### config.mk
export PLATFORM = sky130hd
export DESIGN_NAME = binary_to_bcd_seq
export DESIGN_NICKNAME = d
export VERILOG_FILES = /design/src/rtl/binary_to_bcd_seq.sv
export SDC_FILE = /design/constraint.sdc
export NUM_CORES = 1
export LEC_CHECK = 0
export BUFFER_PORTS_ARGS = -buffer_cell sky130_fd_sc_hd__buf_2
export CORE_UTILIZATION = 52
export CTS_CLUSTER_DIAMETER = 50
export DETAILED_ROUTE_END_ITERATION = 7
export PLACE_DENSITY_LB_ADDON = 0.05
export RECOVER_POWER = 50
export SYNTH_ARGS = -nofsm -noshare
export SYNTH_HDL_FRONTEND = slang
export SYNTH_SLANG_ARGS = --single-unit
### constraint.sdc
create_clock -name CLOCK_50 -period 1.7 [get_ports CLOCK_50]
set_input_delay 0.34 -clock CLOCK_50 [delete_from_list [all_inputs] [get_ports CLOCK_50]]
set_output_delay 0.34 -clock CLOCK_50 [all_outputs]
set_load 0.02 [all_outputs]
### src/rtl/binary_to_bcd_seq.sv
// ---------------------------------------------------------------------------
// binary_to_bcd_seq
//   Sequential 8-bit binary to 3-digit BCD converter (double-dabble), one
//   iteration per clock. Optionally treats the operand as two's complement and
//   reports the sign separately from the BCD magnitude.
//
// Ports
//   CLOCK_50     in   single clock, all state changes on the rising edge
//   RESET        in   synchronous, active-high reset
//   start        in   conversion request, only looked at while idle
//   signed_mode  in   1: bin_in is two's complement, 0: unsigned
//   bin_in       in   8-bit operand, captured on the accept edge
//   busy         out  high while a conversion is in progress (not idle)
//   done         out  one-cycle pulse, result outputs valid
//   bcd_100      out  hundreds digit of the magnitude (0..2)
//   bcd_10       out  tens digit of the magnitude
//   bcd_1        out  units digit of the magnitude
//   negative     out  sign of the last converted operand
//
// Parameter
//   CLEAR_ON_START  when 1, result outputs are zeroed on the accept edge and
//                   stay zero until the new result lands.
// ---------------------------------------------------------------------------
module binary_to_bcd_seq #(
  parameter bit CLEAR_ON_START = 1'b0
) (
  input  logic       CLOCK_50,
  input  logic       RESET,
  input  logic       start,
  input  logic       signed_mode,
  input  logic [7:0] bin_in,
  output logic       busy,
  output logic       done,
  output logic [3:0] bcd_100,
  output logic [3:0] bcd_10,
  output logic [3:0] bcd_1,
  output logic       negative
);

  typedef enum logic [1:0] {
    IDLE  = 2'd0,
    SHIFT = 2'd1,
    DONE  = 2'd2
  } state_t;

  // Double-dabble correction: a digit of 5 or more would overflow past 9
  // after the next doubling, so pre-add 3 to carry into the next digit.
  function automatic logic [3:0] dd_adjust(input logic [3:0] digit);
    logic [3:0] res;
    if (digit >= 4'd5) begin
      res = digit + 4'd3;
    end else begin
      res = digit;
    end
    return res;
  endfunction

  // One full iteration on the {hundreds, tens, units, binary} register:
  // correct every BCD digit, then shift the whole register left by one.
  function automatic logic [19:0] dd_step(input logic [19:0] reg_in);
    logic [19:0] adj;
    adj = {dd_adjust(reg_in[19:16]), dd_adjust(reg_in[15:12]),
           dd_adjust(reg_in[11:8]), reg_in[7:0]};
    return {adj[18:0], 1'b0};
  endfunction

  state_t      state_r;
  state_t      state_s;
  logic [2:0]  cnt_r;
  logic [19:0] shift_r;
  logic [19:0] step_s;
  logic        sign_r;
  logic        neg_s;
  logic [7:0]  mag_s;
  logic        busy_r;
  logic        busy_s;
  logic        done_r;
  logic        done_s;
  logic [3:0]  bcd_100_r;
  logic [3:0]  bcd_10_r;
  logic [3:0]  bcd_1_r;
  logic        negative_r;

  // Operand sign/magnitude; 8'h80 negates to itself, which read unsigned is 128.
  always_comb begin
    neg_s = signed_mode & bin_in[7];
    if (neg_s) begin
      mag_s = (~bin_in) + 8'd1;
    end else begin
      mag_s = bin_in;
    end
  end

  // Next value of the conversion register after one iteration.
  always_comb begin
    step_s = dd_step(shift_r);
  end

  // Next-state logic; busy/done are derived from the next state so they can
  // be registered alongside the state itself.
  always_comb begin
    state_s = state_r;
    case (state_r)
      IDLE: begin
        if (start) begin
          state_s = SHIFT;
        end else begin
          state_s = IDLE;
        end
      end
      SHIFT: begin
        if (cnt_r == 3'd7) begin
          state_s = DONE;
        end else begin
          state_s = SHIFT;
        end
      end
      DONE: begin
        state_s = IDLE;
      end
      default: begin
        state_s = IDLE;
      end
    endcase
    busy_s = (state_s != IDLE);
    done_s = (state_s == DONE);
  end

  // State register and registered status flags.
  always_ff @(posedge CLOCK_50) begin
    if (RESET) begin
      state_r <= IDLE;
      busy_r  <= 1'b0;
      done_r  <= 1'b0;
    end else begin
      state_r <= state_s;
      busy_r  <= busy_s;
      done_r  <= done_s;
    end
  end

  // Datapath: operand capture, iterations, and result publication on the
  // final iteration so all four result outputs change together.
  always_ff @(posedge CLOCK_50) begin
    if (RESET) begin
      cnt_r      <= 3'd0;
      shift_r    <= 20'd0;
      sign_r     <= 1'b0;
      bcd_100_r  <= 4'd0;
      bcd_10_r   <= 4'd0;
      bcd_1_r    <= 4'd0;
      negative_r <= 1'b0;
    end else begin
      case (state_r)
        IDLE: begin
          if (start) begin
            cnt_r   <= 3'd0;
            shift_r <= {12'd0, mag_s};
            sign_r  <= neg_s;
            if (CLEAR_ON_START) begin
              bcd_100_r  <= 4'd0;
              bcd_10_r   <= 4'd0;
              bcd_1_r    <= 4'd0;
              negative_r <= 1'b0;
            end
          end
        end
        SHIFT: begin
          shift_r <= step_s;
          cnt_r   <= cnt_r + 3'd1;
          if (cnt_r == 3'd7) begin
            bcd_100_r  <= step_s[19:16];
            bcd_10_r   <= step_s[15:12];
            bcd_1_r    <= step_s[11:8];
            negative_r <= sign_r;
          end
        end
        DONE: begin
          cnt_r <= 3'd0;
        end
        default: begin
          cnt_r <= 3'd0;
        end
      endcase
    end
  end

  assign busy     = busy_r;
  assign done     = done_r;
  assign bcd_100  = bcd_100_r;
  assign bcd_10   = bcd_10_r;
  assign bcd_1    = bcd_1_r;
  assign negative = negative_r;

endmodule

==> results.md <==
* IO Pins at 27
* Async set or reset register ratio after synthesis at 0
* Worst path buffer plus inverter count at 1
* Power per Cell Area at 812.6 mW/mm^2
* Fill cells at 314
* Endpoints failing setup at 0
* Global-route wire length before repair at 7189 microns
* Port-buffer cells at 26
* Area delta synth->final at 15.31%
* Fmax at 624.7 MHz
* Nets at 273
* Antenna-violating nets left at 0
* Clk Latency, worst-skew pair at 0.29 ns
* Slew @ Worst Pin at 0.5981 ns
* YS warnings at 0
* Post-Route Skew at 0.006905 ns
* Highest-delay cell along the critical path: mux2_2
* First-pass DRT Iterations at 4
* DRC Markers at 0
* Hold_buf cts at 0
* Top cells by area, synth: dfxtp_1, ha_1, nor2_1
* H-tree levels at 2
* Via Count at 1674
* Post-synth EDFFs at 0
* Routed WL per cell at 13.69 microns
* Worst VDD drop at 659.6 uV
* Library cells used by synthesis at 36
* Synth Instances at 218
* Number of diodes at 0
* Gr usage total at 0.2363
* Initial Util at 0.5580
* Post-CTS Setup Inserts at 0
* Final Cycle Share at 0.9416
* Max stage delay on crit path at 0.35 ns
* Post-synthesis sequential area ratio at 0.4274
* CP arrival at 1.82 ns
* DP HPWL at 3018 microns
* Clock root buffer: clkbuf_8
* Hold Slack at 0.3706 ns
* Worst setup EP type: flop
* Die Height at 62.78 microns
* Cts repair resizes at 0
* Worst Hold Class: input pin to flop
* Main flop type after synthesis: dfxtp_1
* CTS Sinks at 41
* Required @ worst endpoint at 1.91 ns
* GP Congestion at 0.8394
* CORE AREA at 0.003442 sq mm
* Top cells by count, synth: dfxtp_1, nor2_1, o21ai_0, a21oi_1, nor3_1
* Crit path kind: flop to flop
* Initial antenna violation count at 0
* Initial drt markers at 88
* CTS Buf Count at 5
* Post-Syn Area per Cell at 8.810 sq um
* Post-Route WL at 4080 microns
* Clk buf depth at 2
* Vias in the first global route at 1590
* Syn_nets at 239
* CTS tree: yes
* Leakage power at 0.8151 nW
* Slew Viols, Final at 0
* Layout cells sized above 1 at 0.1587
* Die area at 0.003941 sq mm
* Placed cells at 291
* RSZ-0062 raised after global routing: true
* Max-Cap Viols at 0
* Outcome: complete, no violations
* CP Max Fanout at 5
* Final Hold Viols at 0
* Flip-flop and latch count after synthesis at 41
* Overflow left after global routing at 0
* Crit-path cells: inv_1 > ha_2 > nor2b_2 > o21ba_2 > mux2_2 > o21ai_0
* Slew headroom at 0.5998
* Post-synthesis cell area at 0.001921 sq mm
* Share of the synthesized area in the top cell type at 0.4274
* Largest area contributor in the netlist: dfxtp_1
* Fin crit period at 1.601 ns
* Die Wd at 62.78 microns
* Most numerous cell in the Yosys netlist: dfxtp_1
* Non-Filler Instances at 298
* Drt via density at 5.617
* Crit start category: flop
* Row cnt at 21
* Largest net degree at the start of global routing at 18
* Delay-heaviest family, CP: multiplexers
* Reg clk slew, reported paths at 0.07 ns
## per-layer routing
| layer | up-vias | global-route usage | wire length (microns) | share of wire |
|---|---|---|---|---|
| met3 | 4 | 0.07117 | 146 | 0.036 |
| li1 | 841 | - | - | - |
| met4 | 0 | 0.06395 | 40 | 0.0098 |
| met1 | 796 | 0.3058 | 1966 | 0.48 |
| met2 | 33 | 0.3804 | 1926 | 0.47 |
| met5 | - | 0 | 0 | 0 |
## final cells by class
cell class,count,area [sq um],share of cell area
Multi-Input combinational cell,156,1015,0.4582
Timing Repair Buffer,37,193.9,0.08757
Inverter,11,41.29,0.01864
Clock buffer,7,86.33,0.03898
Sequential cell,41,820.8,0.3706
Tap cell,46,57.56,0.02599
## sequential cells by signal, indices dropped and copies added, names as in the netlist
signal	cells
shift_r	20
bcd_10	4
busy	1
bcd_1	4
bcd_100	4
done	1
cnt_r	3
sign_r	1
state_r	2
negative	1
## power by group
group | internal, mW | switching, mW | total (mW) | leakage, nW
logic | 0.0709 | 0.0995 | 0.170 | 0.438
clock network | 0.322 | 0.310 | 0.632 | 0.0443
registers | 0.983 | 0.0141 | 0.998 | 0.333
total | 1.38 | 0.423 | 1.80 | 0.815
## cells by family (layout without fill, tap and decap cells)
kind of cell / count (synthesis) / count (layout) / share of synthesized area
compound gates: 53 / 53 / 0.1805
xor+xnor: 7 / 7 / 0.03192
fa+ha+maj: 9 / 9 / 0.05863
buf+inv: 21 / 55 / 0.04756
flops: 41 / 41 / 0.4274
mux: 5 / 5 / 0.02866
simple gates: 82 / 82 / 0.2254
## final timing paths
path	startpoint	endpoint	slack, ns	cells past startpoint
max	shift_r[9]	bcd_1[2]	0.1	6
min reg2reg	negative	negative	0.46	2
min	signed_mode	sign_r	0.37	3
max reg2reg	shift_r[9]	bcd_1[2]	0.1	6
## per-stage QoR
stage	power [mW]	setup TNS, ns	util	worst slack [ns]	instance area [sq um]
2_1_floorplan	1.127	0	-	0.1644	1921
3_3_place_gp	1.187	0	0.6220	0.01005	2141
3_5_place_dp	1.192	-0.03019	0.6220	-0.03019	2141
4_1_cts	1.817	0	0.6470	0.05052	2227
5_1_grt	1.882	-0.005679	0.6434	-0.005679	2215
6_report	1.800	0	0.6434	0.09921	2215
## tightest hold or removal path, delay by kind of cell
family          cells  cell delay (ns)
compound gates      1             0.06
buf+inv             1             0.13
simple gates        1             0.08
## placed cells by master, fill, tap and decap left out, types with 3 or more instances in the layout
master     count
buf_4         11
ha_1           7
buf_2         11
dfxtp_1       41
mux2_2         4
nor3b_1        6
a21oi_1       14
nand2b_1       6
a22oi_1        4
xnor2_1        6
nand2_1        8
clkbuf_1      16
nor2_1        26
a211oi_1       3
inv_1         11
nor3_1        14
nand3_1        6
o21ai_0       16
o32ai_1        4
nand3b_1       9
clkbuf_8       6
a2111oi_0      3
Power figures use the tool's default switching activity.
